File: config.mk
export PLATFORM = sky130hd
export DESIGN_NAME = seq_multiplier32_flat
export DESIGN_NICKNAME = d
export VERILOG_FILES = /design/src/rtl/seq_multiplier32_if.sv /design/src/rtl/seq_multiplier32.sv /design/src/flat_wrapper.sv
export SDC_FILE = /design/constraint.sdc
export NUM_CORES = 1
export LEC_CHECK = 0
export ABC_AREA = 1
export CAP_MARGIN = 20
export CORE_AREA = 2 2 104 156
export CTS_CLUSTER_DIAMETER = 50
export DETAILED_ROUTE_END_ITERATION = 8
export DIE_AREA = 0 0 106 158
export PLACE_DENSITY = 0.78
export SLEW_MARGIN = 20
export SYNTH_ARGS = -nofsm -noshare
export SYNTH_HDL_FRONTEND = slang
export SYNTH_SLANG_ARGS = --single-unit
File: constraint.sdc
create_clock -name clk -period 7.7 [get_ports clk]
set_input_delay 1.54 -clock clk [delete_from_list [all_inputs] [get_ports clk]]
set_output_delay 1.54 -clock clk [all_outputs]
set_load 0.01 [all_outputs]
File: src/rtl/seq_multiplier32_if.sv
`default_nettype none
// +--------------------------------------------------------------------------+
// | seq_multiplier32_if : start/busy/done handshake and operand/result bus   |
// | Rev 1.0                                                                  |
// +--------------------------------------------------------------------------+
interface seq_multiplier32_if;
  logic        start;
  logic [31:0] multiplicand;
  logic [31:0] multiplier;
  logic        busy;
  logic        done;
  logic [63:0] product;

  modport master (
    output start, multiplicand, multiplier,
    input  busy, done, product
  );

  modport slave (
    input  start, multiplicand, multiplier,
    output busy, done, product
  );
endinterface
`default_nettype wire

File: src/rtl/seq_multiplier32.sv
`default_nettype none
// +--------------------------------------------------------------------------+
// | seq_multiplier32 : 32x32->64 unsigned shift-and-add multiplier, 32 iters |
// | Rev 1.0                                                                  |
// +--------------------------------------------------------------------------+
module adder32 (
  input  logic [31:0] operand1,
  input  logic [31:0] operand2,
  input  logic        carry_in,
  output logic [31:0] sum,
  output logic        cout
);
  logic [8:0] part;
  logic       carry;

  // Four 8-bit ripple stages, carry chained through a local variable.
  always_comb begin
    sum   = '0;
    part  = '0;
    carry = carry_in;
    for (int i = 0; i < 4; i++) begin
      part           = {1'b0, operand1[8*i +: 8]} + {1'b0, operand2[8*i +: 8]} + {8'b0, carry};
      sum[8*i +: 8]  = part[7:0];
      carry          = part[8];
    end
    cout = carry;
  end
endmodule

module seq_multiplier32 (
  input  logic               clk,
  input  logic               rst,
  seq_multiplier32_if.slave  bus
);
  typedef enum logic [1:0] {
    IDLE = 2'd0,
    RUN  = 2'd1,
    DONE = 2'd2
  } state_t;

  localparam logic [5:0] LAST_ITER = 6'd31;

  state_t      state;
  state_t      next_state;
  logic [31:0] mcand;
  logic [64:0] acc;
  logic [64:0] acc_next;
  logic [5:0]  cnt;
  logic [63:0] product_q;
  logic [31:0] add_sum;
  logic        add_cout;
  logic        accept;
  logic        busy;
  logic        done;

  adder32 u_adder (
    .operand1 (acc[63:32]),
    .operand2 (mcand),
    .carry_in (1'b0),
    .sum      (add_sum),
    .cout     (add_cout)
  );

  // Carry is kept as bit 64 ahead of the shift so no partial-product bit is lost.
  always_comb begin
    if (acc[0])
      acc_next = {add_cout, add_sum, acc[31:0]} >> 1;
    else
      acc_next = {1'b0, acc[63:0]} >> 1;
  end

  always_ff @(posedge clk or posedge rst) begin
    if (rst)
      state <= IDLE;
    else
      state <= next_state;
  end

  always_comb begin
    next_state = state;
    accept     = 1'b0;
    busy       = 1'b0;
    done       = 1'b0;
    case (state)
      IDLE: begin
        accept = bus.start;
        if (bus.start)
          next_state = RUN;
      end
      RUN: begin
        busy = 1'b1;
        if (cnt == LAST_ITER)
          next_state = DONE;
      end
      DONE: begin
        done   = 1'b1;
        accept = bus.start;
        next_state = bus.start ? RUN : IDLE;
      end
      default: next_state = IDLE;
    endcase
  end

  always_ff @(posedge clk or posedge rst) begin
    if (rst) begin
      mcand     <= '0;
      acc       <= '0;
      cnt       <= '0;
      product_q <= '0;
    end else if (accept) begin
      mcand <= bus.multiplicand;
      acc   <= {33'b0, bus.multiplier};
      cnt   <= '0;
    end else if (state == RUN) begin
      acc <= acc_next;
      cnt <= cnt + 6'd1;
      if (cnt == LAST_ITER)
        product_q <= acc_next[63:0];
    end
  end

  assign bus.busy    = busy;
  assign bus.done    = done;
  assign bus.product = product_q;
endmodule
`default_nettype wire

File: src/flat_wrapper.sv
// flat-port wrapper written by rule: the top's interface ports become plain ports
module seq_multiplier32_flat 
  (clk, rst, bus_start, bus_multiplicand, bus_multiplier, bus_busy, bus_done, bus_product);
  seq_multiplier32_if bus_i ();
  input  logic clk;
  input  logic rst;
  input wire logic [$bits(bus_i.start)-1:0] bus_start;
  input wire logic [$bits(bus_i.multiplicand)-1:0] bus_multiplicand;
  input wire logic [$bits(bus_i.multiplier)-1:0] bus_multiplier;
  output wire logic [$bits(bus_i.busy)-1:0] bus_busy;
  output wire logic [$bits(bus_i.done)-1:0] bus_done;
  output wire logic [$bits(bus_i.product)-1:0] bus_product;
  assign bus_i.start = bus_start;
  assign bus_i.multiplicand = bus_multiplicand;
  assign bus_i.multiplier = bus_multiplier;
  assign bus_busy = bus_i.busy;
  assign bus_done = bus_i.done;
  assign bus_product = bus_i.product;
  seq_multiplier32 u_core (.clk(clk), .rst(rst), .bus(bus_i));
endmodule
==> out/qor.txt <==
status = completed
measured slew at the worst slew-check pin = 0.904 ns
DRT iter0 DRCs = 394
largest area contributor in the netlist = dfrtp_1
Inst Count DP = 1270
worst reg2reg path startpoint = u_core.acc[32]
Yosys reg bits = 168
Std-Cell Rows = 56
count leader, synth = nand2_1
clock sink count = 168
Fin Setup TNS = 0 ns
clk_skew = 0.0179 ns
die height = 158 um
CTS tree = yes
Hold Crit Depth = 2
Area Growth Syn to Fin = 25.0%
MaxCap Viol Count = 0
postcts setup bufs = 0
setup violators final = 0
Hold Path Class = register to register
Root Buffer = clkbuf_16
R2R cell count = 34
total wire length = 19000 um
Critical Path RT = 8.01 ns
Top delay family on crit path = adder cells
Inserted Diodes = 0
Reg2Reg Setup Slack = 1.70 ns
Avg Cell Area, Syn = 8.41 um2
largest cells by area after synthesis = dfrtp_1 (51%), nand2_1 (18%), nand3_1 (4.7%), ha_1 (4.6%), inv_1 (3.9%)
startpoint types = register
critical path fanouts, max = 2
Rel. slew slack = 39.5%
cts hold-fix bufs = 0
critical path class = register to register
Yosys cell types = 29
Worst path depth = 34
vias in the first global route = 6905
Cell Area, Synth = 8180 um2
power density over the cells = 483 nW/um2
Ports = 133
total CTS buffers = 17
GR Util All Layers = 24.2%
Clk pin slew, worst setup/hold paths = 0.07 ns
first-pass GRT wire length = 32100 um
post-CTS resize count = 0
Hold Startpoint = u_core.bus.product[37]
Final Power = 4.94 mW
core area = 15500 um2
fin. max-slew vios = 0
min Tclk post-route = 6.00 ns
H-Tree Depth = 4
top cell type's share of synthesized area = 51.4%
DRC viols = 0
largest net degree at the start of global routing = 101
starting density of the core = 52.8%
CP most frequent cell = nand2_1
worst-skew pair later-pin latency = 0.44 ns
Final Non-Filler Cells = 1303
Setup crit start = u_core.acc[32]
WL/cell = 14.6 um
Fin. Hold Viols = 0
clock buffer depth = 2
initial antenna violation count = 0
DRT Pass-1 Iters = 5
DIE AREA = 16700 um2
Synth Flop Type = dfrtp_1
Post-synth ARST share = 100%
Worst VDD drop = 0.205 mV
post-route antenna net violation count = 0
Congestion Overflow GR = 0
Post-synth EDFFs = 0
Leakage = 5.13 nW
post-synthesis cell count = 973
crit path DAT = 6.31 ns
RSZ-0062 raised after global routing = false
DP HPWL = 12500 um
die span in x = 106 um
fraction of layout cells with a size suffix above 1 = 6.45%
Mapped Nets = 1077
Final nets = 1191
Port Buffers = 132
slowest stage cell, crit path = fa_1
Worst setup EP type = register
detail-routed via count per cell = 5.24
vias = 6827
Buffers & Inverters on Critical Path = 0
Placer Congestion = 0.846
Worst R2R End = u_core.bus.product[63]
Hold EP = u_core.bus.product[37]
Post-synth top cells = nand2_1 (386), dfrtp_1 (168), inv_1 (85)
slowest stage delay, CP = 0.43 ns
sequential share of the synthesized area = 51.4%
Max Freq = 167 MHz
number of synthesis warnings = 0
crit share post-route = 77.9%
state kept, by name (all words and copies together), names as in the netlist:
| name | flops |
|---|---|
| u_core.acc | 64 |
| u_core.bus.product | 64 |
| u_core.mcand | 32 |
| u_core.cnt | 6 |
| u_core.state | 2 |
metal layers:
layer	GRT usage [%]	vias to the layer above	part of all wire, %
li1	-	3362	-
met5	0	-	0
met2	43.0	160	51
met4	7.64	0	1.4
met1	28.8	3280	43
met3	6.01	25	5.0
kinds of logic after synthesis:
logic type      share of synthesized area (%)
simple gates                             25.6
xor+xnor                                 1.28
fa+ha+maj                                6.30
flops                                    51.4
compound gates                           8.60
buf+inv                                  6.84
report_power, final:
group | total (mW) | internal [mW] | switching [mW] | leakage, nW
Combinational | 2.48 | 1.07 | 1.41 | 2.77
Clock | 0.847 | 0.439 | 0.408 | 0.290
Sequential | 1.62 | 1.33 | 0.293 | 2.07
cells in the final DEF (no fill, tap or decap), types with 21 or more instances in the layout:
cell type,count
o221ai_1,31
inv_1,84
or2_2,21
nand2_1,386
o21ai_1,30
clkdlybuf4s50_1,132
dfrtp_1,168
ha_1,30
nand3_1,76
o21ai_0,26
how the worst max path moves through the flow:
| stage | to |
|---|---|
| finish | u_core.bus.product[63] |
| global route | u_core.bus.product[63] |
| CTS | u_core.bus.product[61] |
| detailed placement | u_core.bus.product[63] |
| global placement | u_core.bus.product[61] |
| floorplan | u_core.acc[0] |
cell type report:
| class | count | area, um2 |
|---|---|---|
| tap | 203 | 254 |
| inverter | 92 | 350 |
| timing repair buffer | 138 | 1390 |
| sequential | 168 | 4200 |
| clock buffer | 17 | 425 |
| clock inverter | 15 | 173 |
| fill | 1286 | 5260 |
| multi-input combinational | 670 | 3430 |
worst reg2reg max path, delay by kind of cell, from the launching register on:
family | cells | cell delay [ns]
compound gates | 6 | 0.70
fa+ha+maj | 8 | 3.13
flops | 1 | 0.39
simple gates | 20 | 1.67
metrics by stage:
| stage | hold slack [ns] | setup slack [ns] | utilization, % | cell area, um2 |
|---|---|---|---|---|
| floorplan | 0.446 | 1.61 | - | 8180 |
| global placement | 0.460 | 1.92 | 62.0 | 9600 |
| detailed placement | 0.466 | 1.79 | 62.0 | 9600 |
| CTS | 0.485 | 1.69 | 65.8 | 10200 |
| global route | 0.493 | 1.24 | 66.0 | 10200 |
| finish | 0.478 | 1.70 | 66.0 | 10200 |
Note: power is estimated with default switching activity, not from simulation.
